$ cat src/rtl/llsc_pkg.sv
// Shared encodings and helpers for the LL/SC reservation controller.
package llsc_pkg;

  localparam int unsigned DATA_W = 32;

  typedef enum logic [1:0] {
    OP_NONE = 2'b00,
    OP_LL   = 2'b01,
    OP_SC   = 2'b10
  } op_type_e;

  typedef enum logic [2:0] {
    IDLE    = 3'd0,
    LL_REQ  = 3'd1,
    LL_WAIT = 3'd2,
    SC_REQ  = 3'd3,
    RESP    = 3'd4
  } state_e;

  // Write-side payload of the data-bus request.
  typedef struct packed {
    logic              we;
    logic [DATA_W-1:0] wdata;
  } mem_wr_t;

  // Writeback value of a store-conditional: 1 on success, 0 on failure.
  function automatic logic [DATA_W-1:0] sc_result(input logic pass);
    return DATA_W'(pass);
  endfunction

endpackage

$ cat src/rtl/ll_sc_ctrl_if.sv
// MEM-stage request, writeback result, data-bus and snoop signals of the LL/SC controller.
interface ll_sc_ctrl_if #(
  parameter int unsigned AW = 32
);
  logic          op_valid;
  logic [1:0]    op_type;
  logic [AW-1:0] op_addr;
  logic [31:0]   op_wdata;
  logic          op_ready;
  logic          stall;
  logic          res_valid;
  logic [31:0]   res_data;
  logic          mem_req;
  logic          mem_we;
  logic [AW-1:0] mem_addr;
  logic [31:0]   mem_wdata;
  logic          mem_gnt;
  logic          mem_rvalid;
  logic [31:0]   mem_rdata;
  logic          snoop_we;
  logic [AW-1:0] snoop_addr;

  // Controller view.
  modport slave (
    input  op_valid, op_type, op_addr, op_wdata,
    output op_ready, stall, res_valid, res_data,
    output mem_req, mem_we, mem_addr, mem_wdata,
    input  mem_gnt, mem_rvalid, mem_rdata,
    input  snoop_we, snoop_addr
  );

  // Pipeline / memory / snoop environment view.
  modport master (
    output op_valid, op_type, op_addr, op_wdata,
    input  op_ready, stall, res_valid, res_data,
    input  mem_req, mem_we, mem_addr, mem_wdata,
    output mem_gnt, mem_rvalid, mem_rdata,
    output snoop_we, snoop_addr
  );
endinterface

$ cat src/rtl/ll_link_reg.sv
// Link (reservation) register with prioritised clear/set: clr > snoop hit > set.
// Snoop-based invalidation is compiled in only when LLSC_SNOOP_EN is defined.
module ll_link_reg #(
  parameter int unsigned WAW = 30
) (
  input  logic           clk,
  input  logic           rst,
  input  logic           clr_i,
  input  logic           set_i,
  input  logic [WAW-1:0] set_addr_i,
  input  logic           snoop_we_i,
  input  logic [WAW-1:0] snoop_word_i,
  output logic           snoop_hit_c,
  output logic           link_valid,
  output logic [WAW-1:0] link_addr
);

  logic           valid_q, valid_d;
  logic [WAW-1:0] addr_q,  addr_d;
  logic           set_hit_c;

`ifdef LLSC_SNOOP_EN
  assign snoop_hit_c = snoop_we_i && (snoop_word_i == addr_q);
  // A foreign write to the word being linked this cycle cancels the new link.
  assign set_hit_c   = snoop_we_i && (snoop_word_i == set_addr_i);
`else
  logic unused_snoop;
  assign unused_snoop = ^{snoop_we_i, snoop_word_i};
  assign snoop_hit_c  = 1'b0;
  assign set_hit_c    = 1'b0;
`endif

  always_comb begin
    valid_d = valid_q;
    addr_d  = addr_q;
    if (clr_i) begin
      valid_d = 1'b0;
    end else if (set_i) begin
      addr_d  = set_addr_i;
      valid_d = !set_hit_c;
    end else if (snoop_hit_c) begin
      valid_d = 1'b0;
    end
  end

  always_ff @(posedge clk) begin
    if (rst) begin
      valid_q <= 1'b0;
      addr_q  <= '0;
    end else begin
      valid_q <= valid_d;
      addr_q  <= addr_d;
    end
  end

  assign link_valid = valid_q;
  assign link_addr  = addr_q;

endmodule

$ cat src/rtl/ll_sc_ctrl.sv
// LL/SC controller: issues LL reads and conditional SC writes on the data bus
// and tracks the reservation. Optional snoop invalidation: LLSC_SNOOP_EN.
module ll_sc_ctrl
  import llsc_pkg::*;
#(
  parameter int unsigned AW = 32
) (
  input  logic          clk,
  input  logic          rst,
  ll_sc_ctrl_if.slave   bus,
  input  logic          excpt,
  output logic          link_valid,
  output logic [AW-3:0] link_addr
);

  localparam int unsigned WAW = AW - 2;

  state_e              state_q, state_d;
  logic                mem_req_q, mem_req_d;
  logic [AW-1:0]       mem_addr_q, mem_addr_d;
  mem_wr_t             mem_wr_q, mem_wr_d;
  logic                res_valid_q, res_valid_d;
  logic [DATA_W-1:0]   res_data_q, res_data_d;
  logic                flush_q, flush_d;

  logic [WAW-1:0]      op_word;
  logic                accept_ll_c;
  logic                accept_sc_c;
  logic                sc_pass_c;
  logic                snoop_hit_c;
  logic                link_set_c;
  logic                link_clr_c;
  logic                unused_bits;

  assign op_word     = bus.op_addr[AW-1:2];
  assign unused_bits = ^{bus.op_addr[1:0], bus.snoop_addr[1:0]};

  assign accept_ll_c = (state_q == IDLE) && bus.op_valid && (bus.op_type == OP_LL);
  assign accept_sc_c = (state_q == IDLE) && bus.op_valid && (bus.op_type == OP_SC);
  assign sc_pass_c   = link_valid && (link_addr == op_word) && !excpt && !snoop_hit_c;

  // Every SC consumes the reservation; an exception flushes it.
  assign link_clr_c  = excpt || accept_sc_c;

  // State register and registered outputs.
  always_ff @(posedge clk) begin
    if (rst) begin
      state_q     <= IDLE;
      mem_req_q   <= 1'b0;
      mem_addr_q  <= '0;
      mem_wr_q    <= '0;
      res_valid_q <= 1'b0;
      res_data_q  <= '0;
      flush_q     <= 1'b0;
    end else begin
      state_q     <= state_d;
      mem_req_q   <= mem_req_d;
      mem_addr_q  <= mem_addr_d;
      mem_wr_q    <= mem_wr_d;
      res_valid_q <= res_valid_d;
      res_data_q  <= res_data_d;
      flush_q     <= flush_d;
    end
  end

  // Next-state logic.
  always_comb begin
    state_d = state_q;
    case (state_q)
      IDLE: begin
        if (accept_ll_c) begin
          state_d = LL_REQ;
        end else if (accept_sc_c) begin
          state_d = sc_pass_c ? SC_REQ : RESP;
        end
      end
      LL_REQ: begin
        // Once granted the read is in flight and must be drained in LL_WAIT.
        if (bus.mem_gnt) begin
          state_d = LL_WAIT;
        end else if (excpt) begin
          state_d = IDLE;
        end
      end
      LL_WAIT: begin
        if (bus.mem_rvalid) begin
          state_d = IDLE;
        end
      end
      SC_REQ: begin
        if (excpt) begin
          state_d = IDLE;
        end else if (bus.mem_gnt) begin
          state_d = RESP;
        end
      end
      RESP:    state_d = IDLE;
      default: state_d = IDLE;
    endcase
  end

  // Output / datapath next values.
  always_comb begin
    mem_req_d   = mem_req_q;
    mem_addr_d  = mem_addr_q;
    mem_wr_d    = mem_wr_q;
    res_valid_d = 1'b0;
    res_data_d  = res_data_q;
    flush_d     = flush_q;
    link_set_c  = 1'b0;
    case (state_q)
      IDLE: begin
        if (accept_ll_c) begin
          mem_req_d   = 1'b1;
          mem_addr_d  = {op_word, 2'b00};
          mem_wr_d.we = 1'b0;
        end else if (accept_sc_c) begin
          if (sc_pass_c) begin
            mem_req_d      = 1'b1;
            mem_addr_d     = {op_word, 2'b00};
            mem_wr_d.we    = 1'b1;
            mem_wr_d.wdata = bus.op_wdata;
          end else begin
            res_valid_d = 1'b1;
            res_data_d  = sc_result(1'b0);
          end
        end
      end
      LL_REQ: begin
        if (bus.mem_gnt || excpt) begin
          mem_req_d = 1'b0;
        end
        if (bus.mem_gnt) begin
          flush_d = excpt;
        end
      end
      LL_WAIT: begin
        if (excpt) begin
          flush_d = 1'b1;
        end
        if (bus.mem_rvalid) begin
          flush_d = 1'b0;
          if (!flush_q && !excpt) begin
            res_valid_d = 1'b1;
            res_data_d  = bus.mem_rdata;
            link_set_c  = 1'b1;
          end
        end
      end
      SC_REQ: begin
        if (bus.mem_gnt || excpt) begin
          mem_req_d = 1'b0;
        end
        if (bus.mem_gnt && !excpt) begin
          res_valid_d = 1'b1;
          res_data_d  = sc_result(1'b1);
        end
      end
      default: ;
    endcase
  end

  ll_link_reg #(
    .WAW (WAW)
  ) u_link (
    .clk          (clk),
    .rst          (rst),
    .clr_i        (link_clr_c),
    .set_i        (link_set_c),
    .set_addr_i   (mem_addr_q[AW-1:2]),
    .snoop_we_i   (bus.snoop_we),
    .snoop_word_i (bus.snoop_addr[AW-1:2]),
    .snoop_hit_c  (snoop_hit_c),
    .link_valid   (link_valid),
    .link_addr    (link_addr)
  );

  assign bus.op_ready  = (state_q == IDLE);
  assign bus.stall     = (bus.op_valid && (bus.op_type != OP_NONE)) || (state_q != IDLE);
  assign bus.mem_req   = mem_req_q;
  assign bus.mem_we    = mem_wr_q.we;
  assign bus.mem_addr  = mem_addr_q;
  assign bus.mem_wdata = mem_wr_q.wdata;
  assign bus.res_valid = res_valid_q;
  assign bus.res_data  = res_data_q;

endmodule

$ cat src/flat_wrapper.sv
// flat-port wrapper written by rule: the top's interface ports become plain ports
module ll_sc_ctrl_flat import llsc_pkg::*;
#(
  parameter int unsigned AW = 32
)
  (clk, rst, excpt, link_valid, link_addr, bus_op_valid, bus_op_type, bus_op_addr, bus_op_wdata, bus_op_ready, bus_stall, bus_res_valid, bus_res_data, bus_mem_req, bus_mem_we, bus_mem_addr, bus_mem_wdata, bus_mem_gnt, bus_mem_rvalid, bus_mem_rdata, bus_snoop_we, bus_snoop_addr);
  ll_sc_ctrl_if #(.AW(AW)) bus_i ();
  input  logic clk;
  input  logic rst;
  input  logic excpt;
  output logic link_valid;
  output logic [AW-3:0] link_addr;
  input wire logic [$bits(bus_i.op_valid)-1:0] bus_op_valid;
  input wire logic [$bits(bus_i.op_type)-1:0] bus_op_type;
  input wire logic [$bits(bus_i.op_addr)-1:0] bus_op_addr;
  input wire logic [$bits(bus_i.op_wdata)-1:0] bus_op_wdata;
  output wire logic [$bits(bus_i.op_ready)-1:0] bus_op_ready;
  output wire logic [$bits(bus_i.stall)-1:0] bus_stall;
  output wire logic [$bits(bus_i.res_valid)-1:0] bus_res_valid;
  output wire logic [$bits(bus_i.res_data)-1:0] bus_res_data;
  output wire logic [$bits(bus_i.mem_req)-1:0] bus_mem_req;
  output wire logic [$bits(bus_i.mem_we)-1:0] bus_mem_we;
  output wire logic [$bits(bus_i.mem_addr)-1:0] bus_mem_addr;
  output wire logic [$bits(bus_i.mem_wdata)-1:0] bus_mem_wdata;
  input wire logic [$bits(bus_i.mem_gnt)-1:0] bus_mem_gnt;
  input wire logic [$bits(bus_i.mem_rvalid)-1:0] bus_mem_rvalid;
  input wire logic [$bits(bus_i.mem_rdata)-1:0] bus_mem_rdata;
  input wire logic [$bits(bus_i.snoop_we)-1:0] bus_snoop_we;
  input wire logic [$bits(bus_i.snoop_addr)-1:0] bus_snoop_addr;
  assign bus_i.op_valid = bus_op_valid;
  assign bus_i.op_type = bus_op_type;
  assign bus_i.op_addr = bus_op_addr;
  assign bus_i.op_wdata = bus_op_wdata;
  assign bus_op_ready = bus_i.op_ready;
  assign bus_stall = bus_i.stall;
  assign bus_res_valid = bus_i.res_valid;
  assign bus_res_data = bus_i.res_data;
  assign bus_mem_req = bus_i.mem_req;
  assign bus_mem_we = bus_i.mem_we;
  assign bus_mem_addr = bus_i.mem_addr;
  assign bus_mem_wdata = bus_i.mem_wdata;
  assign bus_i.mem_gnt = bus_mem_gnt;
  assign bus_i.mem_rvalid = bus_mem_rvalid;
  assign bus_i.mem_rdata = bus_mem_rdata;
  assign bus_i.snoop_we = bus_snoop_we;
  assign bus_i.snoop_addr = bus_snoop_addr;
  ll_sc_ctrl #(.AW(AW)) u_core (.clk(clk), .rst(rst), .bus(bus_i), .excpt(excpt), .link_valid(link_valid), .link_addr(link_addr));
endmodule
$ cat config.mk
export PLATFORM = sky130hd
export DESIGN_NAME = ll_sc_ctrl_flat
export DESIGN_NICKNAME = d
export VERILOG_FILES = /design/src/rtl/llsc_pkg.sv /design/src/rtl/ll_sc_ctrl_if.sv /design/src/rtl/ll_link_reg.sv /design/src/rtl/ll_sc_ctrl.sv /design/src/flat_wrapper.sv
export SDC_FILE = /design/constraint.sdc
export NUM_CORES = 1
export LEC_CHECK = 0
export CAP_MARGIN = 20
export CORE_ASPECT_RATIO = 0.9
export CORE_MARGIN = 10
export CORE_UTILIZATION = 25
export CTS_CLUSTER_DIAMETER = 40
export DETAILED_ROUTE_END_ITERATION = 12
export PLACE_DENSITY = 0.55
export SETUP_SLACK_MARGIN = 0.2
export SKIP_LAST_GASP = 1
export SLEW_MARGIN = 10
export SYNTH_ARGS = -nofsm -noshare
export SYNTH_HDL_FRONTEND = slang
export SYNTH_SLANG_ARGS = --single-unit
$ cat constraint.sdc
create_clock -name clk -period 2.1 [get_ports clk]
set_input_delay 0.42 -clock clk [delete_from_list [all_inputs] [get_ports clk]]
set_output_delay 0.42 -clock clk [all_outputs]
set_load 0.005 [all_outputs]
Word-level counts from Yosys, hierarchy flattened. Cells that the tools add are included.

Register bits after elaboration: 134. Output and inout bits: 132. Word-level logic and storage cells: 100.

Equality and inequality tests: 19. Muxes and demuxes: 39. Bitwise operators: 2. Reduce and logical (&&, ||, !) cells: 30.

Operators by type and width (number): 2-to-1 mux 32 bit (9); one-hot mux 32 bit (3 select lines) (1); 2-to-1 mux 33 bit (2); == test 30 bit (1); 2-to-1 mux 3 bit (8); 2-to-1 mux 1 bit (15); one-hot mux 3 bit (4 select lines) (1); AND reduction 4 bit (3); nonzero test 2 bit (5); inequality test 3 bit (second input constant) (3); logical AND 1 bit (8); inequality test 2 x 1 -> 1 bit (second input constant) (4); inequality test 2 bit (second input constant) (4); AND reduction 7 bit (1); == test 3 x 2 -> 1 bit (second input constant) (2); inequality test 3 x 1 -> 1 bit (second input constant) (2); AND reduction 3 bit (2); nonzero test 3 bit (2); one-hot mux 1 bit (2 select lines) (2); OR reduction 2 bit (2); == test 3 x 1 -> 1 bit (second input constant) (1); zero test 3 bit (1); logical OR 1 bit (3); one-hot mux 1 bit (3 select lines) (1); 5 further kinds (7).

Logic depth before layout (Yosys ltp).
Depth in word-level cells: 7. Depth in mapped cells: 9. Mapped depth without buffers: 7.

Hierarchy. Synthesis repeated with hierarchy kept, for this count alone.

Cells, all modules: 630. Area total of the unflattened synthesis: 5926.9 um^2.

By module, submodules not included: ll_sc_ctrl (instances 1, cells each 489, area each 4523.1 um^2, seq. area each 2021.9 um^2); ll_link_reg (instances 1, cells each 141, area each 1403.8 um^2, seq. area each 620.6 um^2).

Least setup slack after synthesis. Ideal clock, no wire load.

Kind: in2reg. Start point: in bus_mem_rvalid. End point: reg u_core.res_data_q[22], in the netlist u_core.bus.res_data[22]. Library setup time: 91 ps. Data arrival time: 2004 ps. Path slack: 5 ps. Stages on the path: 8. Path buffers: 2. Cells stage by stage: or3b_1 -> a211o_1 -> a21oi_4 -> and2_1 -> buf_6 -> buf_6 -> nand2_1 -> a311oi_1.

Longest elaborated chain between the ends: 2.

RTL lines: start: declaration (line flat_wrapper.sv:26) `input wire logic [$bits(bus_i.mem_rvalid)-1:0] bus_mem_rvalid;`; inequality test 2 bit (no source line); AND reduction 7 bit (no source line); end signal: assignment (line ll_sc_ctrl.sv:61) `res_data_q <= res_data_d;`; end: declaration (line ll_sc_ctrl.sv:23) `logic [DATA_W-1:0] res_data_q, res_data_d;`.

No other way between the ends. A chain may end at the register's enable or synchronous reset.

Final worst setup path.
Start point: in bus_op_addr[24]. End point: reg u_core.res_data_q[27], in the netlist u_core.bus.res_data[27].

Longest elaborated chain between the ends: 5.

RTL lines: start: declaration (line flat_wrapper.sv:15) `input wire logic [$bits(bus_i.op_addr)-1:0] bus_op_addr;`; == test 30 bit (line ll_sc_ctrl.sv:40) `assign sc_pass_c = link_valid && (link_addr == op_word) && !excpt && !snoop_hit_c;`; logical AND 1 bit (2 in series) (line ll_sc_ctrl.sv:40); inequality test 2 bit (no source line); AND reduction 7 bit (no source line).

No other way between the ends.

==> impl_metrics.env <==
export IMPL_min_to="u_core.bus.mem_addr[11]"
export IMPL_postSynth_asyncResetShare=0
export IMPL_start_util=0.253
export IMPL_first_global_vias=6064
export IMPL_dr_total_vias=6133
export IMPL_finalInstanceArea_mm2=0.0108
export IMPL_ctsHoldBuffers=0
export IMPL_nets=1093
export IMPL_ir_drop_v=0.000433
export IMPL_gr_total_overflow=0
export IMPL_synth_top_area_cell="dfxtp_1"
export IMPL_die_h_um=160
export IMPL_synthFlopType="dfxtp_1"
export IMPL_fin_crit_sh=1.04
export IMPL_grt_max_degree=45
export IMPL_fin_setup_tns_ns=-3.42
export IMPL_crit_chain="clkdlybuf4s50_1, xor2_2, nor4_2, nand2_1, nor4b_2, buf_4, nand2_8, buf_16, a311oi_2"
export IMPL_drt_initial_drc_count=393
export IMPL_layout_drive_gt1_share=0.315
export IMPL_insertion_delay_ns=0.42
export IMPL_worstRegToRegCells=9
export IMPL_slowest_stage="clkdlybuf4s50_1"
export IMPL_ys_seq_elements=132
export IMPL_cp_end_kind="flip-flop"
export IMPL_die_area_mm2=0.0282
export IMPL_path_delay_family="buffers and inverters"
export IMPL_r2r_setup_slack_ns=-0.06
export IMPL_antenna_found_initial=0
export IMPL_syn2layout_area_growth_pct=98.6
export IMPL_tightest_slew_ns=0.523
export IMPL_synth_commonest_cells="nand2_1 (162), dfxtp_1 (132), a21oi_1 (128)"
export IMPL_synth_top_area_share=0.484
export IMPL_violations="setup timing"
export IMPL_synthTopCellsByArea="dfxtp_1 (48%), a21oi_1 (12%), nand2_1 (11%)"
export IMPL_cp_required_ns=2.43
export IMPL_crit_buf_inv=3
export IMPL_hold_violations=0
export IMPL_rows=51
export IMPL_fin_ws_ns=-0.0828
export IMPL_ant_nets=0
export IMPL_crit_fanout=8
export IMPL_viasPerCell=4.86
export IMPL_crit_arrival_ns=2.51
export IMPL_seq_area_frac_synth=0.484
export IMPL_cts_root_buf="clkbuf_16"
export IMPL_pin_count=269
export IMPL_period_minus_slack_ns=2.18
export IMPL_cts_made_buffers=17
export IMPL_yosys_warnings=0
export IMPL_dp_hpwl_um=15400
export IMPL_syn_instance_count=672
export IMPL_crit_type="input port to flip-flop"
export IMPL_cts_tree="done"
export IMPL_whs_path_depth=3
export IMPL_port_buffers=231
export IMPL_final_max_slew_violation_count=0
export IMPL_worstReg2RegEnd="u_core.bus.mem_addr[23]"
export IMPL_place_congestion=0.783
export IMPL_wire_per_inst_um=20.2
export IMPL_maxCapViolCount=0
export IMPL_coreArea_mm2=0.0216
export IMPL_rsz0062_at_grt="yes"
export IMPL_track_usage=0.166
export IMPL_drc=0
export IMPL_status="complete, but fails checks"
export IMPL_clockBufferDepth=2
export IMPL_timing_rr_start="u_core.u_link.link_addr[26]"
export IMPL_slew_headroom=0.651
export IMPL_min_from="bus_op_addr[11]"
export IMPL_synth_edff_count=0
export IMPL_max_freq_ghz=0.458
export IMPL_power_density_mw_per_mm2=583
export IMPL_cts_sinks=132
export IMPL_post_place_ws_ns=-0.581
export IMPL_setup_viol=91
export IMPL_cp_start_kind="input port"
export IMPL_placement_cell_area_mm2=0.00853
export IMPL_grt_pass1_wl_um=36800
export IMPL_synth_most_common_cell="nand2_1"
export IMPL_htreeDepth=4
export IMPL_finClkSkew_ns=0.0101
export IMPL_p_leak_uw=0.00395
export IMPL_syn_area_mm2=0.00546
export IMPL_cts_reportedPaths_clkPinSlew_ns=0.06
export IMPL_die_x_um=176
export IMPL_routed_wl_um=25500
export IMPL_syn_mean_instance_area_um2=8.13
export IMPL_cpPeakStageDelay_ns=0.49
export IMPL_dr_pass1_iters=5
export IMPL_synth_cell_types=40
export IMPL_hp_class="input port to flip-flop"
metal layers:
layer  track usage  share of wire  wire (µm)
met5             0              0          0
met4        0.0366         0.0090        230
met3        0.0629          0.072       1840
met2         0.266           0.48      12300
met1         0.208           0.44      11100
flip-flops by register name, indices dropped and copies added (netlist names):
| register | flops |
|---|---|
| u_core.state_q | 3 |
| u_core.bus.res_data | 32 |
| u_core.u_link.link_addr | 30 |
| u_core.bus.mem_we | 1 |
| u_core.u_link.link_valid | 1 |
| u_core.bus.mem_wdata | 32 |
| u_core.bus.mem_addr | 30 |
| u_core.bus.res_valid | 1 |
| u_core.bus.mem_req | 1 |
| u_core.flush_q | 1 |
layout make-up:
| type | count | area, µm² |
|---|---|---|
| fillers | 2003 | 10700 |
| clock inverters | 9 | 115 |
| inverters | 4 | 20.0 |
| flip-flops and latches | 132 | 2660 |
| repair buffers | 320 | 3640 |
| multi-input cells | 481 | 3530 |
| clock buffers | 23 | 508 |
| diodes | 1 | 2.50 |
| well taps | 291 | 364 |
worst register-to-register path, stage by stage (launching register included):
cell,delay [ns]
dfxtp_4,0.37
xor2_4,0.19
or4_4,0.56
nor2_4,0.13
buf_6,0.10
nand4_1,0.16
buf_6,0.23
clkbuf_16,0.20
nand3_2,0.07
a21oi_2,0.05
how the worst max path moves through the flow:
| stage | startpoint | endpoint | slack (ns) | cells after the start |
|---|---|---|---|---|
| 6_report | bus_op_addr[24] | u_core.bus.res_data[27] | -0.08 | 9 |
| 5_1_grt | u_core.u_link.link_addr[26] | u_core.bus.mem_addr[27] | -0.13 | 9 |
| 4_1_cts | u_core.u_link.link_addr[3] | u_core.bus.res_data[26] | -0.01 | 8 |
| 3_5_place_dp | bus_op_addr[17] | u_core.bus.res_data[4] | -0.58 | 9 |
| 3_3_place_gp | bus_op_addr[17] | u_core.bus.res_data[26] | -0.53 | 9 |
| 2_1_floorplan | bus_mem_rvalid | u_core.bus.res_data[13] | 0.09 | 8 |
cell usage in the layout, fill, tap and decap left out, drive strengths merged, types with 3 or more instances in the layout:
master,synthesis,final
a21oi,129,129
a311oi,32,32
and4,3,3
buf,20,85
clkbuf,36,30
clkdlybuf4s50,0,204
clkinv,0,3
dfxtp,132,132
dlygate4sd2,0,15
dlymetal6s2s,0,9
inv,4,6
nand2,162,162
nand3,34,34
nand4,3,3
nor2,8,8
nor2b,3,3
nor3,5,5
nor4,11,11
o211ai,3,3
o21ai,34,34
or3,3,3
xor2,30,30
per-stage QoR:
stage	total power (µW)	hold slack, ns	instances	utilization
after floorplan	2770	0.448	673	-
after global placement	3150	0.438	1185	0.395
after CTS	6320	0.427	1247	0.460
after global routing	6550	0.350	1260	0.503
final	6320	0.327	1261	0.503
after detailed placement	3150	0.444	1185	0.395
report_power, final:
group | switching [µW] | internal (µW) | total [µW]
logic | 288 | 342 | 629
registers | 30.2 | 2530 | 2560
clock network | 1180 | 1950 | 3140
logic make-up after synthesis:
kind of cell           Yosys count  share of synthesized area
flip-flops                     132                      0.484
AND/OR/NAND/NOR                244                      0.198
buffers and inverters           60                     0.0524
AO/OA/AOI/OAI                  204                      0.216
XOR/XNOR                        31                     0.0497
other                            1                   0.000686
what timing repair did:
action / CTS / global route
resized for setup: 88 / 171
endpoints found under the setup margin: 133 / 135
buffers inserted: 17 / 6
cloned: 13 / 7
pin swaps: 18 / 71
(Power assumes the default switching activity.)
